[src/rtl/mem_port_arbiter.sv]
// Two-port round-robin arbiter in front of a single-port system RAM (CPU vs DMA/loader).
// One access at a time; registered RAM strobes, acknowledges and read data.
module mem_port_arbiter #(
    parameter int AW     = 9,
    parameter int DW     = 32,
    parameter int RD_LAT = 1
) (
    input  logic          clk,
    input  logic          reset,
    input  logic          cpu_req,
    input  logic          cpu_we,
    input  logic [AW-1:0] cpu_addr,
    input  logic [DW-1:0] cpu_wdata,
    output logic          cpu_ack,
    output logic [DW-1:0] cpu_rdata,
    input  logic          dma_req,
    input  logic          dma_we,
    input  logic [AW-1:0] dma_addr,
    input  logic [DW-1:0] dma_wdata,
    output logic          dma_ack,
    output logic [DW-1:0] dma_rdata,
    output logic [AW-1:0] ram_addr,
    output logic [DW-1:0] ram_wdata,
    output logic          ram_we,
    input  logic [DW-1:0] ram_rdata,
    output logic          busy,
    output logic          owner
);

    typedef enum logic [1:0] {IDLE, ISSUE, WAIT, DONE} state_e;

    state_e        state_q;
    logic          we_q;
    logic [1:0]    cnt_q;
    logic          owner_q;
    logic          busy_q;
    logic          cpu_ack_q, dma_ack_q;
    logic [DW-1:0] cpu_rdata_q, dma_rdata_q;
    logic [AW-1:0] ram_addr_q;
    logic [DW-1:0] ram_wdata_q;
    logic          ram_we_q;

    // On a tie the requester that did not own the last grant wins.
    logic          grant_dma;
    logic          sel_we;
    logic [AW-1:0] sel_addr;
    logic [DW-1:0] sel_wdata;

    assign grant_dma = dma_req && (!cpu_req || !owner_q);
    assign sel_we    = grant_dma ? dma_we    : cpu_we;
    assign sel_addr  = grant_dma ? dma_addr  : cpu_addr;
    assign sel_wdata = grant_dma ? dma_wdata : cpu_wdata;

    // NOTE: all state uses non-blocking assignments so every register samples pre-edge values.
    always_ff @(posedge clk or posedge reset) begin
        if (reset) begin
            state_q     <= IDLE;
            we_q        <= 1'b0;
            cnt_q       <= 2'd0;
            owner_q     <= 1'b0;
            busy_q      <= 1'b0;
            cpu_ack_q   <= 1'b0;
            dma_ack_q   <= 1'b0;
            cpu_rdata_q <= '0;
            dma_rdata_q <= '0;
            ram_addr_q  <= '0;
            ram_wdata_q <= '0;
            ram_we_q    <= 1'b0;
        end else begin
            cpu_ack_q <= 1'b0;
            dma_ack_q <= 1'b0;
            ram_we_q  <= 1'b0;
            case (state_q)
                IDLE: begin
                    if (cpu_req || dma_req) begin
                        owner_q     <= grant_dma;
                        we_q        <= sel_we;
                        ram_addr_q  <= sel_addr;
                        ram_wdata_q <= sel_wdata;
                        ram_we_q    <= sel_we;
                        busy_q      <= 1'b1;
                        state_q     <= ISSUE;
                    end
                end
                ISSUE: begin
                    if (we_q) begin
                        cpu_ack_q <= !owner_q;
                        dma_ack_q <= owner_q;
                        state_q   <= DONE;
                    end else begin
                        cnt_q   <= 2'(RD_LAT);
                        state_q <= WAIT;
                    end
                end
                WAIT: begin
                    cnt_q <= cnt_q - 2'd1;
                    if (cnt_q == 2'd1) begin
                        if (owner_q) dma_rdata_q <= ram_rdata;
                        else         cpu_rdata_q <= ram_rdata;
                        cpu_ack_q <= !owner_q;
                        dma_ack_q <= owner_q;
                        state_q   <= DONE;
                    end
                end
                DONE: begin
                    busy_q  <= 1'b0;
                    state_q <= IDLE;
                end
                default: state_q <= IDLE;
            endcase
        end
    end

    assign cpu_ack   = cpu_ack_q;
    assign dma_ack   = dma_ack_q;
    assign cpu_rdata = cpu_rdata_q;
    assign dma_rdata = dma_rdata_q;
    assign ram_addr  = ram_addr_q;
    assign ram_wdata = ram_wdata_q;
    assign ram_we    = ram_we_q;
    assign busy      = busy_q;
    assign owner     = owner_q;

endmodule

[config.mk]
export PLATFORM = sky130hd
export DESIGN_NAME = mem_port_arbiter
export DESIGN_NICKNAME = d
export VERILOG_FILES = /design/src/rtl/mem_port_arbiter.sv
export SDC_FILE = /design/constraint.sdc
export NUM_CORES = 1
export LEC_CHECK = 0
export ABC_AREA = 1
export CORE_MARGIN = 5
export CORE_UTILIZATION = 46
export CTS_CLUSTER_SIZE = 10
export DETAILED_ROUTE_END_ITERATION = 8
export MAX_ROUTING_LAYER = met4
export PLACE_DENSITY = 0.86
export REMOVE_ABC_BUFFERS = 1
export SKIP_CTS_REPAIR_TIMING = 1
export SYNTH_ARGS = -nofsm -noshare
export SYNTH_HDL_FRONTEND = slang
export SYNTH_SLANG_ARGS = --single-unit
[constraint.sdc]
create_clock -name clk -period 7.6 [get_ports clk]
set_clock_uncertainty 0.05 [all_clocks]
set_input_delay 1.14 -clock clk [delete_from_list [all_inputs] [get_ports clk]]
set_output_delay 1.14 -clock clk [all_outputs]
set_load 0.02 [all_outputs]
==> results of run 1 <==
==> through the flow <==
stage,instance area (µm²),std cells,util [%]
6_report,8160,1028,72.0
5_1_grt,8160,1028,72.0
4_1_cts,8160,1028,72.0
3_5_place_dp,7570,996,66.9
3_3_place_gp,7570,996,66.9
2_1_floorplan,5090,623,-
==> per-layer routing <==
metal / wire length, µm / vias up / GRT usage [%]
met3: 1640 / 12 / 8.74
met1: 5960 / 2289 / 27.3
met5: 0 / - / -
li1: - / 2435 / -
met4: 114 / 0 / 5.81
met2: 7150 / 207 / 36.2
==> state kept, by name, indices dropped and copies added, names as in the netlist <==
register and count:
cpu_rdata 32, dma_rdata 32, ram_wdata 32, ram_addr 9
cnt_q 2, state_q 2, busy 1, cpu_ack 1
dma_ack 1, owner 1, ram_we 1, we_q 1
==> worst max-delay path: stages <==
cell,delay (ns)
clkdlybuf4s50_1,0.58
nand2_2,0.52
nand2_4,0.62
nand2_1,0.11
nand3_1,0.10
nand2_1,0.06
==> how the worst max path moves through the flow <==
| stage | end | slack (ns) | cells after the start |
|---|---|---|---|
| after floorplan | busy | 3.37 | 1 |
| after global placement | we_q | 4.31 | 6 |
| after detailed placement | ram_wdata[28] | 4.24 | 6 |
| after CTS | ram_wdata[28] | 4.67 | 6 |
| after global routing | we_q | 4.44 | 6 |
| final | ram_wdata[28] | 4.69 | 6 |
==> power by group through the flow <==
stage	Clock (mW)	Combinational [mW]	Sequential, mW
after floorplan	0	0.519	1.44
after global placement	0	1.67	1.09
after detailed placement	0	1.70	1.10
after CTS	0.780	1.71	1.10
after global routing	0.816	1.85	1.14
final	0.771	1.69	1.10
==> cell families after synthesis <==
| logic type | count (synthesis) |
|---|---|
| adders and majority gates | 6 |
| buffers and inverters | 161 |
| and+or+nand+nor | 303 |
| DFF | 115 |
| AOI/OAI and AO/OA | 71 |
==> synthesized netlist by cell type <==
library cell	count
o21ai_2	1
buf_6	4
nor2_2	1
nand3_4	2
ha_1	6
o21ai_0	45
buf_1	4
nand2_1	206
a21oi_1	1
nor2_1	1
buf_2	21
nand2_4	1
nand2_2	1
or2_2	1
nand3_1	87
inv_1	128
buf_4	2
clkbuf_2	2
dfrtp_1	115
nor3_1	2
nor2_4	1
o21ai_1	24
==> area by class of cell <==
| cell class | instances | area [µm²] | share of cell area (%) |
|---|---|---|---|
| Multi-Input combinational cell | 380 | 1740 | 21.3 |
| Inverter | 128 | 483 | 5.92 |
| Tap cell | 143 | 179 | 2.19 |
| Timing Repair Buffer | 230 | 2290 | 28.1 |
| Clock inverter | 12 | 134 | 1.64 |
| Sequential cell | 115 | 2880 | 35.3 |
| Clock buffer | 20 | 447 | 5.48 |
==> flow_summary.yaml, run 1 <==
yosys:
  synth-simple-area-share_pct: 24.6
  synth-xor-area-share_pct: 0
  ys_seq_area_share_pct: 54.5
  synth_cells: 656
  synth-compound-area-share_pct: 6.80
  netlist_top_cells_area: "dfrtp_1 54%, nand2_1 15%, inv_1 9.1%"
  synth.ff_latch_count: 115
  yosys.area.top_type: "dfrtp_1"
  ys_warn_count: 0
  synthDominantCellAreaShare_pct: 54.5
  synth_top_family_by_area: "simple AND/OR/NAND/NOR gates"
  synth_mux_area_share_pct: 0
  syn-cell-area_um2: 5280
  synthAdderAreaFrac_pct: 1.42
  synthDistinctLibCells: 22
  avgSynthCellArea_um2: 8.05
detailed_routing:
  drcViolationCount: 0
  vias: 4943
  first_pass_iters: 5
  viasPerCell: 4.81
  wl_mm: 14.9
  ant_nets: 0
  drt_iter0_markers: 485
  wl_per_cell_um: 14.4
global_routing:
  grt_max_degree: 73
  globalRouteTotalUtil_pct: 22.7
  grt_pass1_vias: 4864
  antenna_found_initial: 0
  grt_pass1_wl_mm: 23.5
  grt.overflow.total: 0
floorplanning:
  num_rows: 39
  num_io_pins: 230
  start_util_pct: 46.7
  coreArea_um2: 11300
  fp.dieH_um: 117
  fp.dieArea_um2: 13700
  fp.dieW_um: 117
power_and_ir_drop:
  p_leak_nw: 4.18
  clockPowerShare_pct: 21.7
  swShare_pct: 39.3
  vdd_drop_max_mv: 0.285
  powerDensity_nw_per_um2: 436
  switching_power_mw: 1.40
  power.internal_mw: 2.16
  totalPowerFinal_mw: 3.56
  seq_power_share_pct: 30.9
  power_frac_comb_pct: 47.4
timing:
  min_period_ns: 2.91
  tns_ns: 0
  whs_ns: 0.428
  hold_viol: 0
  fin_crit_sh_pct: 38.4
  finalSetupViolations: 0
  worst_slack_ns: 4.69
  timing.fmax_mhz: 343
  max_slew_margin_pct: 24.4
  tightest_slew_ns: 1.13
  rsz0062_at_grt: "false"
  drv_slew: 0
worst_setup_path:
  cp_max_fo: 43
  critPathKind: "in2reg"
  arrival_ns: 3.15
  r2r.worst_path.cells: 6
  crit_start: "cpu_req"
  rr_endpoint: "ram_addr[1]"
  end_kind: "register"
  cp.required_ns: 7.84
  start_kind: "input pin"
  worst-r2r-setup-slack_ns: 5.42
  rr_startpoint: "state_q[0]"
min_path:
  hold_start: "ram_wdata[6]"
  min_to: "ram_wdata[6]"
  whs_path_depth: 2
  hp-class: "reg2reg"
placement:
  post-place-ws_ns: 4.24
  dp_hpwl_mm: 10.4
  port_buffers: 229
  place_congestion: 0.846
run:
  maxCapViolCount: 0
finish:
  final_cell_mix: "228 x clkdlybuf4s50_1, 206 x nand2_1, 127 x inv_1, 115 x dfrtp_1, 87 x nand3_1"
  area_growth_pct: 54.4
  diodes: 0
  layout_commonest_cell: "clkdlybuf4s50_1"
  drive_gt1_share_pct: 4.63
  fillCellCount: 871
  layout.nets: 998
clock_tree:
  cts_num_sinks: 115
  cts_htree_levels: 4
  clock_latency_ns: 0.39
  cts_buffer_depth: 2
  cts_root_buf: "clkbuf_16"
  cts_tree: "yes"
  cts.clk_slew.worst_paths_ns: 0.06
  cts_buffers: 17
run_status:
  outcome: "completed"
(Power assumes the default switching activity.)
==> run 2: changes to the inputs <==
- CORE_UTILIZATION: 46 -> 43
- PLACE_DENSITY: 0.86 -> 0.82
- clock period: 7.6 -> 3 ns (I/O delays scaled with it)
==> run 2 against run 1 <==
Against the previous run:
- largest power group unchanged
- cell count increased by 0.88%
- non-clock buffer count increased by 4
- flip-flop and latch count unchanged
- first-iteration DRC count decreased by 22%
- sequential power increased to 2.5 times the previous value
==> flow_summary.yaml, run 2 (synthesis gave the netlist of run 1 again) <==
detailed_routing:
  wl_met1_mm: 6.15
  drt_iter0_markers: 377
  route.met3.wl_mm: 1.75
  ant_nets: 0
  vias: 4894
  drcViolationCount: 0
  viasPerCell: 4.72
  wl_mm: 14.7
  first_pass_iters: 4
  dr.max_layer_used: "met4"
  wl_per_cell_um: 14.2
  met2_length_mm: 6.61
worst_setup_path:
  arrival_ns: 1.58
  cpPeakStageDelay_ns: 0.67
  start_kind: "register"
  worst-r2r-setup-slack_ns: 0.97
  end_kind: "output pin"
  path_cells: "clkdlybuf4s50_1"
  cp.required_ns: 2.50
  path_delay_family: "buffers and inverters"
  cp_max_fo: 6
  crit_buf_inv: 1
  critPathSlowestCell: "clkdlybuf4s50_1"
  critPathKind: "reg2out"
clock_tree:
  cts_tree: "yes"
  cts.clk_slew.worst_paths_ns: 0.05
  cts_num_sinks: 115
  cts_buffers: 17
  clock_latency_ns: 0.40
  cts_htree_levels: 4
  cts_buffer_depth: 2
  cts_root_buf: "clkbuf_16"
timing:
  timing.fmax_mhz: 481
  rsz0062_at_grt: "false"
  max_slew_margin_pct: 56.5
  fin_crit_sh_pct: 69.3
  min_period_ns: 2.08
  tns_ns: 0
  drv_slew: 0
  hold_viol: 0
  tightest_slew_ns: 0.653
  finalSetupViolations: 0
finish:
  fin_area_um2: 8240
  drive_gt1_share_pct: 5.17
  layout_commonest_cell: "clkdlybuf4s50_1"
  fin_util_pct: 68.6
  area_growth_pct: 56.0
  final_cell_mix: "228 x clkdlybuf4s50_1, 206 x nand2_1, 127 x inv_1, 115 x dfrtp_1, 87 x nand3_1"
  finalNonFillerCells: 1037
  layout.nets: 1002
run:
  maxCapViolCount: 0
power_and_ir_drop:
  vdd_drop_max_mv: 0.379
  p_leak_nw: 4.22
  powerDensity_nw_per_um2: 1110
min_path:
  hp-class: "reg2reg"
floorplanning:
  start_util_pct: 44.0
  num_rows: 40
  num_io_pins: 230
  fp.dieH_um: 121
  fp.dieArea_um2: 14600
  fp.dieW_um: 121
  coreArea_um2: 12000
placement:
  placed_cell_area_um2: 7620
  place_inst: 1004
  port_buffers: 229
  place_congestion: 0.827
  dp_hpwl_mm: 10.6
global_routing:
  antenna_found_initial: 1
  grt.overflow.total: 0
  globalRouteTotalUtil_pct: 21.1
  grt_pass1_vias: 4675
  grt_pass1_wl_mm: 23.4
  grt_max_degree: 116
run_status:
  outcome: "completed"
run 2: cell count changes in the layout (fill, tap and decap cells not counted):
cell       before  now
clkbuf_8        1    2
clkinv_4        5    3
diode_2         0    1
buf_4           1    4
clkbuf_1        2    1
buf_12          0    1
bufinv_16       2    3
inv_6           0    1
run 2: power breakdown:
| part | internal (mW) | switching (mW) | total [mW] |
|---|---|---|---|
| Sequential | 2.34 | 0.446 | 2.78 |
| Combinational | 1.91 | 2.41 | 4.32 |
| Clock | 1.35 | 0.708 | 2.06 |
run 2: area by class of cell:
cell class	instances	area (µm²)
sequential	115	2880
timing repair buffer	234	2340
multi-input combinational	380	1740
antenna	1	2.50
clock inverter	12	155
clock buffer	20	457
fill	937	3770
inverter	128	483
tap	147	184
run 2: worst register-to-register path: stages (launching register included):
cell and delay, ns:
dfrtp_1 0.42, inv_1 0.13, ha_1 0.35, nand3_4 0.54, o21ai_0 0.44
run 2: per-stage QoR:
step / hold slack, ns / power (mW) / setup slack, ns
after global routing: 0.451 / 9.79 / 0.760
after floorplan: 0.403 / 4.96 / -0.544
final: 0.424 / 9.16 / 0.921
after CTS: 0.429 / 9.25 / 0.909
after detailed placement: 0.415 / 7.15 / 0.964
after global placement: 0.412 / 7.03 / 1.01
run 2: final timing paths:
| path | cells past startpoint | endpoint | startpoint |
|---|---|---|---|
| max reg2reg | 4 | cpu_rdata[21] | state_q[0] |
| min reg2reg | 2 | ram_wdata[24] | ram_wdata[24] |
| min in group asynchronous | 3 | cpu_rdata[6] | reset |
| max in group asynchronous | 3 | ram_wdata[27] | reset |
| min | 2 | ram_wdata[24] | ram_wdata[24] |
| max | 1 | owner | owner |
run 2: per-layer routing:
| metal | track usage (%) | vias up |
|---|---|---|
| met3 | 8.93 | 20 |
| li1 | - | 2446 |
| met2 | 31.2 | 227 |
| met4 | 6.23 | 0 |
| met1 | 26.5 | 2201 |
| met5 | - | - |
==> run 3: changes to the inputs <==
- clock period: 3 -> 2.05 ns (I/O delays scaled with it)
==> run 3 against run 2 <==
Against the previous run:
- hold slack worse by 0.25 ns
- utilization up 0.47 points
- global-route usage up 0.27 points
- cell count up 0.68%
- largest cell class unchanged
- largest power group unchanged
- non-clock buffer count up 7
- first-iteration DRC count down 12%
- clock power up 31%
- via count up 1.6%
==> flow_summary.yaml, run 3 (synthesis gave the netlist of run 1 again) <==
detailed_routing:
  viasPerCell: 4.76
  first_pass_iters: 5
  vias: 4970
  drcViolationCount: 0
  ant_nets: 0
  wl_mm: 15.4
  wl_per_cell_um: 14.7
  drt_iter0_markers: 330
clock_tree:
  cts_buffer_depth: 2
  cts_htree_levels: 4
  cts_tree: "yes"
  cts_root_buf: "clkbuf_16"
  cts_num_sinks: 115
  cts.clk_slew.worst_paths_ns: 0.05
  clock_latency_ns: 0.39
  cts_buffers: 17
floorplanning:
  fp.dieW_um: 121
  start_util_pct: 44.0
  num_rows: 40
  fp.dieH_um: 121
  coreArea_um2: 12000
  num_io_pins: 230
  fp.dieArea_um2: 14600
finish:
  fillCellCount: 952
  final_cell_mix: "228 x clkdlybuf4s50_1, 206 x nand2_1, 127 x inv_1, 115 x dfrtp_1, 87 x nand3_1"
  drive_gt1_share_pct: 6.02
  layout_commonest_cell: "clkdlybuf4s50_1"
  area_growth_pct: 57.0
  layout.nets: 1010
  diodes: 0
  finalNonFillerCells: 1044
worst_setup_path:
  cp_max_fo: 6
  arrival_ns: 1.54
  cp.required_ns: 1.69
  end_kind: "output pin"
  critPathSlowestCell: "clkdlybuf4s50_1"
  path_delay_family: "buffers and inverters"
  cpPeakStageDelay_ns: 0.66
  crit_buf_inv: 1
  rr_startpoint: "state_q[0]"
  path_cells: "clkdlybuf4s50_1"
  start_kind: "register"
  crit_start: "owner"
  critPathKind: "reg2out"
power_and_ir_drop:
  p_leak_nw: 4.24
  vdd_drop_max_mv: 0.601
  powerDensity_nw_per_um2: 1590
  totalPowerFinal_mw: 13.2
timing:
  fin_crit_sh_pct: 92.5
  tightest_slew_ns: 0.630
  timing.fmax_mhz: 527
  rsz0062_at_grt: "false"
  drv_slew: 0
  max_slew_margin_pct: 57.9
  finalSetupViolations: 0
  min_period_ns: 1.90
  hold_viol: 0
run:
  maxCapViolCount: 0
global_routing:
  grt.overflow.total: 0
  antenna_found_initial: 0
  grt_max_degree: 65
  grt_pass1_wl_mm: 24.0
  grt_pass1_vias: 4919
  globalRouteTotalUtil_pct: 21.4
run_status:
  outcome: "completed"
min_path:
  hp-class: "in2async"
placement:
  place_inst: 1011
  dp_hpwl_mm: 10.9
  port_buffers: 229
  place_congestion: 0.853
==> run 3: routing by layer <==
| layer | GRT usage (%) | up-vias | part of all wire (%) |
|---|---|---|---|
| met2 | 32.7 | 234 | 45 |
| met3 | 7.39 | 18 | 11 |
| met4 | 7.08 | 0 | 1.3 |
| li1 | - | 2454 | - |
| met1 | 26.6 | 2264 | 43 |
| met5 | - | - | 0 |
==> run 3: cell type report <==
class	count	area [µm²]	area share, %
inverter	128	483	5.82
tap	147	184	2.22
timing repair buffer	241	2450	29.6
clock inverter	14	115	1.39
sequential	115	2880	34.7
multi-input combinational	381	1750	21.1
clock buffer	18	429	5.18
==> run 3: worst paths after layout <==
kind,depth (start not counted),endpoint,slack [ns]
setup / recovery,1,owner,0.15
hold / removal,2,dma_rdata[11],0.17
setup reg to reg,5,dma_rdata[23],0.21
hold reg to reg,2,ram_wdata[21],0.43
max in group asynchronous,3,ram_wdata[6],1.27
min in group clk,3,dma_rdata[0],0.43
==> run 3: per-stage QoR <==
step	util (%)	hold WS [ns]	area, µm²	setup slack, ns	setup TNS [ns]
floorplan	-	0.403	5090	-1.35	-155.43
global placement	64.4	0.412	7740	-0.0137	-0.0137
detailed placement	64.4	0.414	7740	-0.0684	-1.05
CTS	68.9	0.161	8280	-0.0148	-0.0192
global route	69.0	0.180	8290	0.0916	0
finish	69.0	0.171	8290	0.153	0
==> run 3: power by group <==
| part | switching, mW | internal, mW | total (mW) |
|---|---|---|---|
| clock | 1.04 | 1.65 | 2.69 |
| combinational | 3.60 | 2.87 | 6.47 |
| sequential | 0.627 | 3.42 | 4.04 |
